<file path="src/rtl/fib_req_arb.sv">
// FIB request concentrator: arbitrates N port parse requests onto one FIB
// lookup channel and routes each in-order lookup result back to the port
// that issued it, using a tag FIFO of requesting port indices.
module fib_req_arb #(
  parameter int unsigned NUM_PORTS = 4,
  parameter int unsigned DATA_SZ   = 64,
  parameter int unsigned RES_SZ    = 4,
  parameter int unsigned MAX_OUT   = 4,
  parameter int unsigned MODE      = 0
) (
  input  logic                           clk,
  input  logic                           reset,
  input  logic [NUM_PORTS-1:0]           p2f_srdy,
  output logic [NUM_PORTS-1:0]           p2f_drdy,
  input  logic [NUM_PORTS*DATA_SZ-1:0]   p2f_data,
  output logic                           ppi_srdy,
  input  logic                           ppi_drdy,
  output logic [DATA_SZ-1:0]             ppi_data,
  output logic [$clog2(NUM_PORTS)-1:0]   ppi_port,
  input  logic                           fres_srdy,
  output logic                           fres_drdy,
  input  logic [RES_SZ-1:0]              fres_data,
  output logic [NUM_PORTS-1:0]           flo_srdy,
  input  logic [NUM_PORTS-1:0]           flo_drdy,
  output logic [RES_SZ-1:0]              flo_data,
  output logic [$clog2(MAX_OUT):0]       outstanding,
  output logic                           err_orphan
);

  localparam int unsigned PW = $clog2(NUM_PORTS);
  localparam int unsigned TW = $clog2(MAX_OUT);
  localparam int unsigned CW = TW + 1;

  // Request stage state
  logic               r_ppi_srdy;
  logic [DATA_SZ-1:0] r_ppi_data;
  logic [PW-1:0]      r_ppi_port;
  logic [PW-1:0]      r_rr_ptr;

  // Tag FIFO and outstanding count (the count doubles as FIFO occupancy)
  logic [PW-1:0]      r_tag_mem [MAX_OUT];
  logic [TW-1:0]      r_wr_ptr;
  logic [TW-1:0]      r_rd_ptr;
  logic [CW-1:0]      r_out_cnt;

  // Response stage state
  logic               r_flo_valid;
  logic [PW-1:0]      r_flo_port;
  logic [RES_SZ-1:0]  r_flo_data;
  logic               r_err_orphan;

  // Arbitration and handshake wires
  int unsigned        w_base;
  int unsigned        w_cand;
  logic [PW-1:0]      w_cand_idx;
  logic               w_gnt_found;
  logic [PW-1:0]      w_gnt_idx;
  logic [DATA_SZ-1:0] w_gnt_data;
  logic [PW-1:0]      w_ptr_nxt;
  logic               w_grant_ok;
  logic               w_grant;
  logic               w_empty;
  logic               w_flo_port_drdy;
  logic               w_fres_hs;
  logic               w_pop;
  logic               w_orphan;
  logic               w_flo_hs;

  // Search start: rotating pointer in round-robin, port 0 in fixed priority
  assign w_base = (MODE == 1) ? 0 : 32'(r_rr_ptr);

  // First requester found walking upward from the search start, with wrap
  always_comb begin
    w_gnt_found = 1'b0;
    w_gnt_idx   = '0;
    w_cand      = 0;
    w_cand_idx  = '0;
    for (int unsigned off = 0; off < NUM_PORTS; off++) begin
      w_cand = w_base + off;
      if (w_cand >= NUM_PORTS) begin
        w_cand = w_cand - NUM_PORTS;
      end
      w_cand_idx = PW'(w_cand);
      if (!w_gnt_found && p2f_srdy[w_cand_idx]) begin
        w_gnt_found = 1'b1;
        w_gnt_idx   = w_cand_idx;
      end
    end
  end

  // Winner's request payload
  always_comb begin
    w_gnt_data = '0;
    for (int unsigned i = 0; i < NUM_PORTS; i++) begin
      if (w_gnt_idx == PW'(i)) begin
        w_gnt_data = p2f_data[i*DATA_SZ +: DATA_SZ];
      end
    end
  end

  assign w_ptr_nxt  = (w_gnt_idx == PW'(NUM_PORTS - 1)) ? '0 : w_gnt_idx + PW'(1);

  // Grant only when the output register frees up and a tag slot is available
  assign w_grant_ok = (~r_ppi_srdy | ppi_drdy) & (r_out_cnt < CW'(MAX_OUT));
  assign w_grant    = w_grant_ok & w_gnt_found;

  // One-hot accept on the winner
  always_comb begin
    p2f_drdy = '0;
    if (w_grant) begin
      p2f_drdy[w_gnt_idx] = 1'b1;
    end
  end

  // Response side handshakes; orphan results are always accepted and dropped
  assign w_empty         = (r_out_cnt == '0);
  assign w_flo_port_drdy = flo_drdy[r_flo_port];
  assign fres_drdy       = w_empty | ~r_flo_valid | w_flo_port_drdy;
  assign w_fres_hs       = fres_srdy & fres_drdy;
  assign w_pop           = w_fres_hs & ~w_empty;
  assign w_orphan        = w_fres_hs & w_empty;
  assign w_flo_hs        = r_flo_valid & w_flo_port_drdy;

  // Request output register and round-robin pointer
  always_ff @(posedge clk or negedge reset) begin
    if (!reset) begin
      r_ppi_srdy <= 1'b0;
      r_ppi_data <= '0;
      r_ppi_port <= '0;
      r_rr_ptr   <= '0;
    end else begin
      if (w_grant) begin
        r_ppi_srdy <= 1'b1;
        r_ppi_data <= w_gnt_data;
        r_ppi_port <= w_gnt_idx;
        if (MODE == 0) begin
          r_rr_ptr <= w_ptr_nxt;
        end
      end else if (ppi_drdy) begin
        r_ppi_srdy <= 1'b0;
      end
    end
  end

  // Tag storage: no reset needed, occupancy lives in the pointers and count
  always_ff @(posedge clk) begin
    if (w_grant) begin
      r_tag_mem[r_wr_ptr] <= w_gnt_idx;
    end
  end

  // Tag FIFO pointers and outstanding count
  always_ff @(posedge clk or negedge reset) begin
    if (!reset) begin
      r_wr_ptr  <= '0;
      r_rd_ptr  <= '0;
      r_out_cnt <= '0;
    end else begin
      if (w_grant) begin
        r_wr_ptr <= r_wr_ptr + TW'(1);
      end
      if (w_pop) begin
        r_rd_ptr <= r_rd_ptr + TW'(1);
      end
      case ({w_grant, w_pop})
        2'b10:   r_out_cnt <= r_out_cnt + CW'(1);
        2'b01:   r_out_cnt <= r_out_cnt - CW'(1);
        default: r_out_cnt <= r_out_cnt;
      endcase
    end
  end

  // Result output register, steered by the head tag
  always_ff @(posedge clk or negedge reset) begin
    if (!reset) begin
      r_flo_valid <= 1'b0;
      r_flo_port  <= '0;
      r_flo_data  <= '0;
    end else begin
      if (w_pop) begin
        r_flo_valid <= 1'b1;
        r_flo_port  <= r_tag_mem[r_rd_ptr];
        r_flo_data  <= fres_data;
      end else if (w_flo_hs) begin
        r_flo_valid <= 1'b0;
      end
    end
  end

  // Sticky orphan-result flag
  always_ff @(posedge clk or negedge reset) begin
    if (!reset) begin
      r_err_orphan <= 1'b0;
    end else if (w_orphan) begin
      r_err_orphan <= 1'b1;
    end
  end

  // Per-port result valid decode
  always_comb begin
    flo_srdy = '0;
    for (int unsigned i = 0; i < NUM_PORTS; i++) begin
      flo_srdy[i] = r_flo_valid & (r_flo_port == PW'(i));
    end
  end

  assign ppi_srdy    = r_ppi_srdy;
  assign ppi_data    = r_ppi_data;
  assign ppi_port    = r_ppi_port;
  assign flo_data    = r_flo_data;
  assign outstanding = r_out_cnt;
  assign err_orphan  = r_err_orphan;

endmodule

</file>
<file path="config.mk">
export PLATFORM = sky130hd
export DESIGN_NAME = fib_req_arb
export DESIGN_NICKNAME = d
export VERILOG_FILES = /design/src/rtl/fib_req_arb.sv
export SDC_FILE = /design/constraint.sdc
export NUM_CORES = 1
export LEC_CHECK = 0
export CORE_MARGIN = 10
export CORE_UTILIZATION = 39
export DETAILED_ROUTE_END_ITERATION = 8
export PLACE_DENSITY = 0.82
export SLEW_MARGIN = 30
export SYNTH_ARGS = -nofsm -noshare
export SYNTH_HDL_FRONTEND = slang
export SYNTH_SLANG_ARGS = --single-unit
</file>
<file path="constraint.sdc">
create_clock -name clk -period 4.8 [get_ports clk]
set_clock_uncertainty 0.1 [all_clocks]
set_input_delay 1.2 -clock clk [delete_from_list [all_inputs] [get_ports clk]]
set_output_delay 1.2 -clock clk [all_outputs]
set_load 0.05 [all_outputs]
</file>
==> results.ini <==
[outcome]
status=complete, no violations

[floorplanning]
die_area_um2=21150
die_w_um=145.4
ios=356
initial_core_util_pct=40.06
rows=45
die_h_um=145.4
core_um2=15310

[global_route]
grt_pass1_vias=7182
grt_pass1_wl_um=42000
grt.overflow.total=0
grt_start_max_net_pins=129
use_met2_pct=42.30
met1_usage_pct=27.35
met3_usage_pct=7.948
busiest_layer=met2
grtUsageTotal_pct=24.79
antenna_found_initial=2

[sta]
hold_slack_ns=0.3736
hold_violations=0
slew_headroom_pct=44.38
setup_viol=0
layout_setup_ws_ns=0.2438
rsz0062_at_grt=false
slew_viol_final=0
fin_crit_sh_pct=94.92
fmax_mhz=219.5
fin_crit_ns=4.556
tightest_slew_ns=0.8344

[layout]
drive_above_1_share_pct=5.935
syn_to_final_growth_pct=65.92
layout.cells.non_filler=1223
final_area_um2=10180
nets=1288

[clocking]
cts.clk_slew.worst_paths_ns=0.07
cts_resized=0
numCtsBuffers=9
cts_setup_buffers=0
htreeDepth=3
clockRootBuffer=clkbuf_16
clock-sinks=92
clock_path_buffers=2
clk_latency_ns=0.35
ctsHoldBuffers=0
cts_tree=built

[worst_setup_path]
crit_path_cell_trace=clkdlybuf4s50_1, nor3b_1, nor3_1, buf_4, ha_4, and2_1, buf_12
path_class=input port to output pin
critPathRequiredTime_ns=3.50
cp-start-kind=input port
critPathMaxFanout=7
endpoint_kind=output pin
arrival_ns=3.26
cpMaxStageDelayCell=clkdlybuf4s50_1
cpPeakStageDelay_ns=0.58

[yosys]
ys_seq_area_share_pct=38.18
synth_warnings=0
syn_avg_cell_area_um2=8.702
async_flop_share_pct=91.30
yosysUniqueCellTypes=44
syn_nets=987
ys_top_cells_by_area=dfrtp_1 (34%), a31oi_1 (13%), a221o_1 (10%), nand3b_1 (7.8%), a21oi_1 (5.3%)
synth_ff_type=dfrtp_1
synth_edf_count=8
yosysTopAreaCell=dfrtp_1
synthCells=705
synthesis.area_um2=6135
synth_seq_cells=92
yosys.area.top_type_share_pct=34.26

[routing]
wl_per_cell_um=22.78
drt-pass1-iter-count=7
drt_iter0_drc=606
route.vias.total=7062
drt_wl_total_um=27860
drc=0
viasPerCell=5.774
ant_nets=0

[placement]
gp_routability_congestion=0.9005
dp.cells=1206
port_buffers=355
pre_cts_slack_ns=-0.01261
place_hpwl_um=20440
place_area_um2=9848

[pwr]
total_power_uw=7096
p_leak_uw=0.003924
peakVddDrop_mv=0.3433
powerDensity_nw_per_um2=697.1

[flow_run]
maxCapViolCount=0

[hold_path]
hold_path_class=flip-flop to flip-flop

## routing by layer
layer	vias up	share of wire, %
li1	3254	-
met1	3395	38
met2	348	50
met3	65	8.4
met4	0	4.1
met5	-	0
## area by class of cell
cell class | instances | area [µm²]
diodes | 1 | 2.502
clock buffers | 11 | 264.0
clock inverters | 5 | 63.81
fillers | 1281 | 5136
inverters | 71 | 266.5
multi-input cells | 463 | 3254
flip-flops and latches | 92 | 2342
well taps | 211 | 264.0
repair buffers | 369 | 3721
## cell usage after synthesis, types with 2 or more instances
library cell  number
a31oi_1          128
dfrtp_1           84
inv_1             71
nand2_1           67
a21oi_1           65
a221o_1           64
nand3b_1          64
clkbuf_1          55
buf_2             19
and2_1             9
ha_1               9
edfxtp_1           8
mux2_2             8
buf_1              5
nand2b_1           4
o31ai_1            4
mux2i_1            3
o21ai_0            3
xnor2_1            3
xor2_1             3
mux4_2             2
nor2b_1            2
nor3_1             2
o41ai_1            2
or4_1              2
## worst max-delay path: cells and delay by family
family	cells	cell delay (ns)
AND/OR/NAND/NOR	3	0.93
adder cells (fa/ha/maj)	1	0.16
buffers and inverters	3	0.95
## report_power, final
part           switching, µW  total, µW  internal [µW]
Combinational           3000       4860           1860
Sequential               254       1450           1190
Clock                    330        785            455
Total                   3590       7100           3510
## state kept, by name, indices dropped and copies added (netlist names)
| signal | count |
|---|---|
| outstanding | 3 |
| ppi_srdy | 1 |
| r_flo_valid | 1 |
| r_rd_ptr | 2 |
| r_rr_ptr | 2 |
| r_tag_mem | 8 |
| ppi_port | 2 |
| flo_data | 4 |
| err_orphan | 1 |
| ppi_data | 64 |
| r_wr_ptr | 2 |
| r_flo_port | 2 |
## through the flow
step           utilization [%]  setup TNS (ns)
2_1_floorplan                -               0
3_3_place_gp             64.31               0
3_5_place_dp             64.31        -0.03107
4_1_cts                  66.45               0
5_1_grt                  66.46               0
6_report                 66.46               0
## layout by cell type (no fill, tap or decap), drive strengths merged, types with 2 or more instances in the layout
cell type,n
clkdlybuf4s50,350
a31oi,128
dfrtp,84
inv,73
nand2,67
a21oi,65
nand3b,64
a221o,64
buf,19
clkbuf,11
and2,10
ha,9
mux2,8
edfxtp,8
o31ai,4
nand2b,4
o21ai,3
mux2i,3
xnor2,3
xor2,3
nor2b,2
mux4,2
o41ai,2
and3,2
nor4,2
or4,2
nor3,2
a221oi,2
and2b,2
## cell families after synthesis
kind of cell               after synthesis  synth area share (%)
AOI/OAI and AO/OA                      273                 31.19
and+or+nand+nor                        161                 15.36
buffers and inverters                  150                 9.566
DFF                                     92                 38.18
muxes                                   13                 2.692
adders and majority gates               10                 2.162
xor gates and xnor gates                 6                0.8568
## final timing paths
kind	from	to	slack [ns]	cells past startpoint
max in group asynchronous	reset	r_flo_port[1]$_DFFE_PN0P_	2.86	2
min in group asynchronous	reset	ppi_port[1]$_DFFE_PN0P_	0.82	1
hold reg to reg	err_orphan$_DFFE_PN0P_	err_orphan$_DFFE_PN0P_	0.37	1
setup / recovery	p2f_srdy[0]	p2f_drdy[3]	0.24	7
setup reg to reg	r_rr_ptr[0]$_DFFE_PN0P_	ppi_data[4]$_DFFE_PN0P_	1.31	8
hold / removal	err_orphan$_DFFE_PN0P_	err_orphan$_DFFE_PN0P_	0.37	1
Note: power is estimated with default switching activity, not from simulation.
